$ cat config.mk
export PLATFORM = sky130hd
export DESIGN_NAME = dds_sine_frame_gen
export DESIGN_NICKNAME = d
export VERILOG_FILES = /design/src/rtl/dac_pkg.sv /design/src/rtl/sine_qlut.sv /design/src/rtl/dds_sine_frame_gen.sv
export SDC_FILE = /design/constraint.sdc
export NUM_CORES = 1
export LEC_CHECK = 0
export ABC_AREA = 0
export CAP_MARGIN = 20
export CELL_PAD_IN_SITES_DETAIL_PLACEMENT = 0
export CELL_PAD_IN_SITES_GLOBAL_PLACEMENT = 1
export CORE_MARGIN = 4
export CORE_UTILIZATION = 30
export CTS_CLUSTER_DIAMETER = 150
export DETAILED_ROUTE_END_ITERATION = 8
export GPL_TIMING_DRIVEN = 0
export PLACE_DENSITY_LB_ADDON = 0.15
export SLEW_MARGIN = 15
export SYNTH_ARGS = -nofsm -noshare
export SYNTH_HDL_FRONTEND = slang
export SYNTH_HIERARCHICAL = 1
export SYNTH_SLANG_ARGS = --single-unit
$ cat constraint.sdc
create_clock -name clk -period 6.6 [get_ports clk]
set_input_delay 0.99 -clock clk [delete_from_list [all_inputs] [get_ports clk]]
set_output_delay 0.99 -clock clk [all_outputs]
set_load 0.02 [all_outputs]
$ cat src/rtl/dac_pkg.sv
// Shared constants and frame packing for the MCP4821 DAC data path.
package dac_pkg;

    localparam int DAC_W      = 12;
    localparam int FRAME_W    = 16;
    localparam int MID_CODE   = 2048;
    localparam int FRAME_AB   = 15;
    localparam int FRAME_GA   = 13;
    localparam int FRAME_SHDN = 12;

    typedef logic [DAC_W-1:0]   sample_t;
    typedef logic [FRAME_W-1:0] frame_t;

    function automatic frame_t pack_frame(
        input logic    ga,
        input logic    shdn,
        input sample_t smp
    );
        frame_t f;
        f              = '0;
        f[FRAME_AB]    = 1'b0;
        f[FRAME_GA]    = ga;
        f[FRAME_SHDN]  = shdn;
        f[DAC_W-1:0]   = smp;
        return f;
    endfunction

endpackage

$ cat src/rtl/sine_qlut.sv
// Registered quarter-wave sine ROM, 11-bit magnitude, half-step centred.
module sine_qlut #(
    parameter int LUT_AW = 8
) (
    input  logic              clk,
    input  logic [LUT_AW-1:0] addr,
    output logic [10:0]       dout
);

    localparam int N = 2 ** LUT_AW;

    function automatic logic [N*11-1:0] rom_init();
        logic [N*11-1:0] r;
        real             ph;
        int              v;
        r = '0;
        for (int i = 0; i < N; i++) begin
            ph = 2.0 * 3.141592653589793 * (real'(i) + 0.5) / real'(4 * N);
            v  = $rtoi(2047.0 * $sin(ph) + 0.5);
            r[i*11 +: 11] = 11'(v);
        end
        return r;
    endfunction

    localparam logic [N*11-1:0] ROM = rom_init();

    always_ff @(posedge clk) begin
        dout <= ROM[int'(addr)*11 +: 11];
    end

endmodule

$ cat src/rtl/dds_sine_frame_gen.sv
// DDS sine sample source packing MCP4821 frames behind a valid/ready holding register.
// Define AMPL_SCALE_EN to add the ampl input and an amplitude-scaling stage.
module dds_sine_frame_gen
    import dac_pkg::*;
#(
    parameter int TICK_DIV = 200,
    parameter int ACC_W    = 32,
    parameter int LUT_AW   = 8
) (
`ifdef AMPL_SCALE_EN
    input  logic [8:0]         ampl,
`endif
    input  logic               clk,
    input  logic               rst_n,
    input  logic               en,
    input  logic [ACC_W-1:0]   ftw,
    input  logic               gain_n,
    input  logic               shdn_n,
    input  logic               ovr_clr,
    output logic [FRAME_W-1:0] frame,
    output logic               frame_valid,
    input  logic               frame_ready,
    output logic               overrun
);

    localparam int          IDX_W   = LUT_AW + 2;
    localparam logic [15:0] DIV_MAX = 16'(TICK_DIV - 1);

    logic [15:0]       div_q;
    logic              tick_q;
    logic [ACC_W-1:0]  acc_q;
    logic [IDX_W-1:0]  idx_q;
    logic              v0_q;
    logic              hi_q;
    logic              v1_q;
    logic [LUT_AW-1:0] lut_addr;
    logic [10:0]       lut_q;
    sample_t           unfold_c;
    sample_t           new_s;
    logic              new_v;
    frame_t            frame_q, frame_d;
    logic              valid_q, valid_d;
    logic              ovr_q, ovr_d;
    logic              xfer;

    always_ff @(posedge clk or negedge rst_n) begin
        if (!rst_n) begin
            div_q  <= '0;
            tick_q <= 1'b0;
        end else begin
            tick_q <= en && (div_q == DIV_MAX);
            if (!en || div_q == DIV_MAX) div_q <= '0;
            else                         div_q <= div_q + 16'd1;
        end
    end

    // Phase is read before the update so the first tick plays index 0.
    always_ff @(posedge clk or negedge rst_n) begin
        if (!rst_n) begin
            acc_q <= '0;
            idx_q <= '0;
            v0_q  <= 1'b0;
            hi_q  <= 1'b0;
            v1_q  <= 1'b0;
        end else begin
            v0_q <= tick_q;
            v1_q <= v0_q;
            hi_q <= idx_q[IDX_W-1];
            if (tick_q) begin
                idx_q <= acc_q[ACC_W-1 -: IDX_W];
                acc_q <= acc_q + ftw;
            end
        end
    end

    assign lut_addr = idx_q[LUT_AW] ? ~idx_q[LUT_AW-1:0] : idx_q[LUT_AW-1:0];

    sine_qlut #(.LUT_AW(LUT_AW)) u_lut (
        .clk  (clk),
        .addr (lut_addr),
        .dout (lut_q)
    );

    assign unfold_c = hi_q ? sample_t'(MID_CODE - 1) - {1'b0, lut_q}
                           : sample_t'(MID_CODE) + {1'b0, lut_q};

`ifdef AMPL_SCALE_EN
    sample_t            smp2_q;
    logic               v2_q;
    logic [8:0]         amp_c;
    logic signed [12:0] s_c;
    logic signed [22:0] prod_c;
    logic               unused_prod;

    always_ff @(posedge clk or negedge rst_n) begin
        if (!rst_n) begin
            smp2_q <= '0;
            v2_q   <= 1'b0;
        end else begin
            smp2_q <= unfold_c;
            v2_q   <= v1_q;
        end
    end

    assign amp_c       = (ampl > 9'd256) ? 9'd256 : ampl;
    assign s_c         = $signed({1'b0, smp2_q}) - 13'sd2048;
    assign prod_c      = s_c * $signed({1'b0, amp_c});
    assign unused_prod = ^{prod_c[22:20], prod_c[7:0]};
    // Result lies in -2048..2047, so the low 12 bits re-biased are exact.
    assign new_s       = prod_c[19:8] + sample_t'(MID_CODE);
    assign new_v       = v2_q;
`else
    assign new_s = unfold_c;
    assign new_v = v1_q;
`endif

    assign xfer = valid_q & frame_ready;

    always_comb begin
        frame_d = frame_q;
        valid_d = valid_q;
        ovr_d   = ovr_q;
        if (ovr_clr) ovr_d = 1'b0;
        if (new_v) begin
            if (!valid_q || xfer) begin
                frame_d = pack_frame(gain_n, shdn_n, new_s);
                valid_d = 1'b1;
            end else begin
                ovr_d = 1'b1;
            end
        end else if (xfer) begin
            valid_d = 1'b0;
        end
    end

    always_ff @(posedge clk or negedge rst_n) begin
        if (!rst_n) begin
            frame_q <= '0;
            valid_q <= 1'b0;
            ovr_q   <= 1'b0;
        end else begin
            frame_q <= frame_d;
            valid_q <= valid_d;
            ovr_q   <= ovr_d;
        end
    end

    assign frame       = frame_q;
    assign frame_valid = valid_q;
    assign overrun     = ovr_q;

endmodule

After elaboration in Yosys (flattened, before gate mapping)
Index checks and enable logic that the tools add are counted.
{ "op_classes": {"n_addsub": 4, "multipliers": 1, "eq_ne": 2, "n_shift": 1, "mux": 9, "bitwise": 2, "reduce_logical": 8} }
{ "op_table": {"columns": ["cell", "count"], "rows": [
  ["indexed part select 2816 x 32 -> 11 bit, first input constant", 1],
  ["adder 32 bit", 1],
  ["adder 16 x 1 -> 16 bit, second input constant", 1],
  ["== test 16 x 8 -> 1 bit, second input constant", 1],
  ["two-way mux 16 bit", 1],
  ["adder 12 x 11 -> 12 bit, first input constant", 1],
  ["multiplier 8 x 4 -> 12 bit, second input constant", 1],
  ["two-way mux 12 bit", 1],
  ["subtractor 11 x 11 -> 12 bit, first input constant", 1],
  ["two-way mux 8 bit", 1],
  ["NOT 8 bit", 1],
  ["two-way mux 1 bit", 6],
  ["AND reduction 2 bit", 2],
  ["logical NOT 1 bit", 2],
  ["logical OR 1 bit", 2],
  ["inequality test 2 x 1 -> 1 bit, second input constant", 1],
  ["nonzero test 2 bit", 1],
  ["AND 1 bit", 1],
  ["logical AND 1 bit", 1]
]} }
{ "word_totals": {"reg_bits": 89, "in_bits": 39, "output_inout_bits": 18, "wordCells": 38} }

Logic depth before layout (Yosys ltp)
{ "logic_depth": {"depth_word": 4, "ltp_mapped": 13, "ltp_nobuf": 9} }

Modules after synthesis
Netlist, hierarchy kept.
{ "modules_own_cells": {"columns": ["mod", "instances", "cells_per_inst", "area_each_um2"], "rows": [
  ["dds_sine_frame_gen", 1, 503, 4894.7],
  ["sine_qlut", 1, 503, 3136.8]
]} }

Least setup slack after synthesis
No wires, ideal clock.
{ "synth_path": {"path_kind": "register to register", "start": "register idx_q[8]", "end": "register u_lut.dout[4]", "setup_ns": 0.123, "arrival_ns": 3.183, "required_time_ns": 6.477, "slack_ns": 3.294, "stages_incl_launch_ff": 11, "synth_period_minus_slack_ns": 3.306, "path_cell_list": "dfrtp_1 > clkbuf_1 > xor2_1 > inv_1 > ha_1 > buf_2 > mux4_2 > a2111oi_2 > a21oi_1 > a21oi_1 > a2bb2oi_1"} }
{ "synth_via": {"elab_chain_cells": 3} }
{ "synth_rtl": {"columns": ["item", "line_no", "rtl"], "rows": [
  ["start, declared", "dds_sine_frame_gen.sv:32", "logic [IDX_W-1:0] idx_q;"],
  ["start signal, assigned", "dds_sine_frame_gen.sv:70", "idx_q <= acc_q[ACC_W-1 -: IDX_W];"],
  ["two-way mux 8 bit", "dds_sine_frame_gen.sv:76", "assign lut_addr = idx_q[LUT_AW] ? ~idx_q[LUT_AW-1:0] : idx_q[LUT_AW-1:0];"],
  ["net lut_addr[1]", "dds_sine_frame_gen.sv:36", "logic [LUT_AW-1:0] lut_addr;"],
  ["multiplier 8 x 4 -> 12 bit", "sine_qlut.sv:28", "dout <= ROM[int'(addr)*11 +: 11];"],
  ["indexed part select 2816 x 32 -> 11 bit", "sine_qlut.sv:28", null],
  ["end signal, assigned", "sine_qlut.sv:28", null],
  ["end, declared", "sine_qlut.sv:7", "output logic [10:0] dout"]
]} }
The timed path passes the listed nets, and every way through them passes these cells.
A chain may end at the register's enable or synchronous reset.

Worst setup path in the final report
{ "layout_path": {"start": "register idx_q[8]", "end": "register u_lut.dout[0]"} }
The elaborated chain is that of the path after synthesis.

==> key figures <==
Status
  • Status: finished clean

Clock network
  • Resize count post-CTS: 0
  • Clk sinks: 89
  • Cts hold-fix bufs: 0
  • Post-CTS setup buffers: 0
  • TritonCTS buffer count: 9
  • Clock Tree Buf Depth: 2
  • # H-tree levels: 3
  • CTS tree: done
  • Clock slew at reported path FFs: 0.07 ns
  • Clk Latency, worst-skew pair: 0.35 ns
  • Root buf cell: clkbuf_16

Synthesis
  • Post-synthesis adder-cell area fraction: 0.0742
  • Main synth FF type: dfrtp_1
  • Post-synth EDFFs: 0
  • Post-synthesis register bit count: 89
  • Synthesized area per cell: 7.98 um^2
  • Yosys warnings: 6
  • Sequential area share after synthesis: 0.270
  • Synthesized cell area: 8030 um^2
  • Most frequent cell after synthesis: a21oi_1
  • Post-synthesis simple-gate area fraction: 0.182
  • Yosys cell types: 75
  • Async set or reset register ratio after synthesis: 0.876
  • Area leader, netlist: dfrtp_1
  • Most frequent cells after synthesis: 100 x a21oi_1, 89 x nor2_1, 87 x nand2_1
  • Post-synthesis mux area share: 0.0600
  • Largest family of logic cells by synthesized area: compound AO/OA/AOI/OAI gates
  • Synth top area cells: dfrtp_1 24%, ha_1 7.2%, a21oi_1 6.2%
  • Compound-Gate Fraction of Synth Area: 0.289
  • Yosys top cell area share: 0.243
  • Fraction of synthesized cell area in xor and xnor cells: 0.0654
  • Mapped Cells: 1006

Timing
  • Final hold vios: 0
  • Slew Viols, Final: 0
  • Crit path time final: 4.75 ns
  • Worst clock skew: 0.0137 ns
  • RSZ-0062 raised after global routing: no
  • Post-Route Setup TNS: 0 ns
  • Tightest Pin Transition: 0.842 ns
  • Slew headroom: 0.439
  • Max frequency: 210 MHz
  • Period utilization: 0.720
  • Endpoints failing setup: 0

Routing
  • Total Wirelength: 30900 um
  • Detail Route Antenna Nets: 0
  • Initial DRC Count: 1011
  • TritonRoute pass-1 iters: 6
  • Vias per cell: 5.91
  • Vias: 8352
  • Drt wl/cell: 21.9 um
  • Number of remaining DRC errors: 0

Floorplan
  • Die area: 29500 um^2
  • I/O pins: 57
  • Initial Utilization: 0.306
  • Die H: 172 um
  • CORE AREA: 26200 um^2
  • Die X-Extent: 172 um
  • Row cnt: 59

Critical path
  • Endpoint type of the worst setup path: register
  • WS Path Type: reg -> reg
  • WP data required: 6.78 ns
  • Worst Path Arrival: 4.93 ns
  • Worst-path fanout max: 13
  • Worst Setup Start Kind: register

Power
  • Sw power: 0.615 mW
  • Internal power: 1.10 mW
  • Power Total: 1.72 mW
  • PD cells: 184 nW/um^2
  • Clock power frac: 0.312
  • Seq pwr share: 0.346
  • IR drop worst, VDD: 0.0000930 V
  • Logic pwr share: 0.342
  • Net Sw Frac: 0.358
  • P_leak: 3.88 nW

Cells and area
  • ANT cells: 0
  • Share of layout cells above drive strength 1: 0.0946
  • Final Core Density: 0.356
  • Area grow syn2layout: 16.2%
  • Nets: 1159
  • Post-route design area: 9330 um^2

Place
  • DP Area: 9030 um^2
  • HPWL Detailed: 22700 um
  • RePlAce Congestion: 1.02
  • IO Port Bufs: 54

Global routing
  • Global-route wire length before repair: 47900 um
  • Via count of the first global-routing pass: 8214
  • Largest net degree at the start of global routing: 52
  • Grt ovf: 0
  • Gr usage total: 0.210
  • Initial antenna violation count: 0

Flow run
  • Total of max-cap violations: 0

Hold path
  • Hold Crit Class: reg -> reg
per-stage QoR:
stage,hold slack [ns],instances,setup WS [ns]
floorplan,0.331,1007,3.29
global placement,0.335,1396,1.39
detailed placement,0.335,1397,2.05
CTS,0.352,1413,2.03
global route,0.355,1413,1.70
finish,0.350,1413,1.85
power groups by stage:
stage	logic, mW	registers [mW]	clock network (mW)
after global placement	0.579	0.605	0
after floorplan	0.375	0.610	0
after detailed placement	0.569	0.605	0
after CTS	0.573	0.595	0.562
final	0.588	0.594	0.535
after global routing	0.638	0.599	0.583
cells by family after synthesis:
family	after synthesis
buf+inv	106
simple gates	312
other cells	1
flops	89
fa+ha+maj	47
xor+xnor	60
mux	39
compound gates	352
worst max-delay path: stages, from the launching register on:
cell,delay (ns)
dfrtp_1,0.32
clkbuf_1,0.50
xor2_2,0.68
inv_1,0.53
ha_1,0.42
buf_2,0.22
buf_2,0.32
clkbuf_1,0.47
o21ai_0,0.19
a221oi_1,0.32
nor4b_1,0.10
a311oi_1,0.51
layer usage:
layer  up-vias  global-route usage  share of wire
met5         -                   0              0
met2       511               0.308           0.41
met4         0               0.103          0.056
met1      3863               0.289           0.43
li1       3838                   -              -
met3       140              0.0471          0.097
cell usage in the layout (no fill, tap or decap), types with 22 or more instances in the layout:
cell	Yosys	final
a21o_1	30	30
a21oi_1	100	100
buf_2	25	25
clkbuf_1	40	41
clkdlybuf4s50_1	0	53
dfrtp_1	78	78
ha_1	46	46
mux2_2	29	29
nand2_1	87	87
nand3_1	26	26
nor2_1	89	89
nor3_1	29	29
o211ai_1	22	22
o21ai_0	72	72
xnor2_1	33	33
xor2_1	27	26
area by class of cell:
class / instances / area (um^2)
Clock inverter: 6 / 75.1
Clock buffer: 10 / 229
Tap cell: 335 / 419
Sequential cell: 89 / 2170
Fill cell: 2787 / 16900
Multi-Input combinational cell: 812 / 5400
Timing Repair Buffer: 55 / 566
Inverter: 22 / 82.6
Buffer: 84 / 388
flip-flops by register name, summed over array words and instances, names as in the netlist:
name,flops
v0_q,1
frame,14
frame_valid,1
tick_q,1
u_lut/dout,11
new_v,1
overrun,1
acc_q,32
hi_q,1
div_q,16
idx_q,10
worst paths after layout:
path | end | slack [ns] | depth (start not counted) | startpoint
worst max-delay path | u_lut/dout[0] | 1.85 | 11 | idx_q[8]
worst min-delay path | new_v | 0.35 | 0 | v0_q
worst max register to register | u_lut/dout[0] | 1.85 | 11 | idx_q[8]
worst min register to register | new_v | 0.35 | 0 | v0_q
max in group asynchronous | div_q[11] | 5.42 | 2 | rst_n
min in group asynchronous | acc_q[4] | 0.58 | 1 | rst_n
No activity file was read; power rests on OpenSTA's default activity.
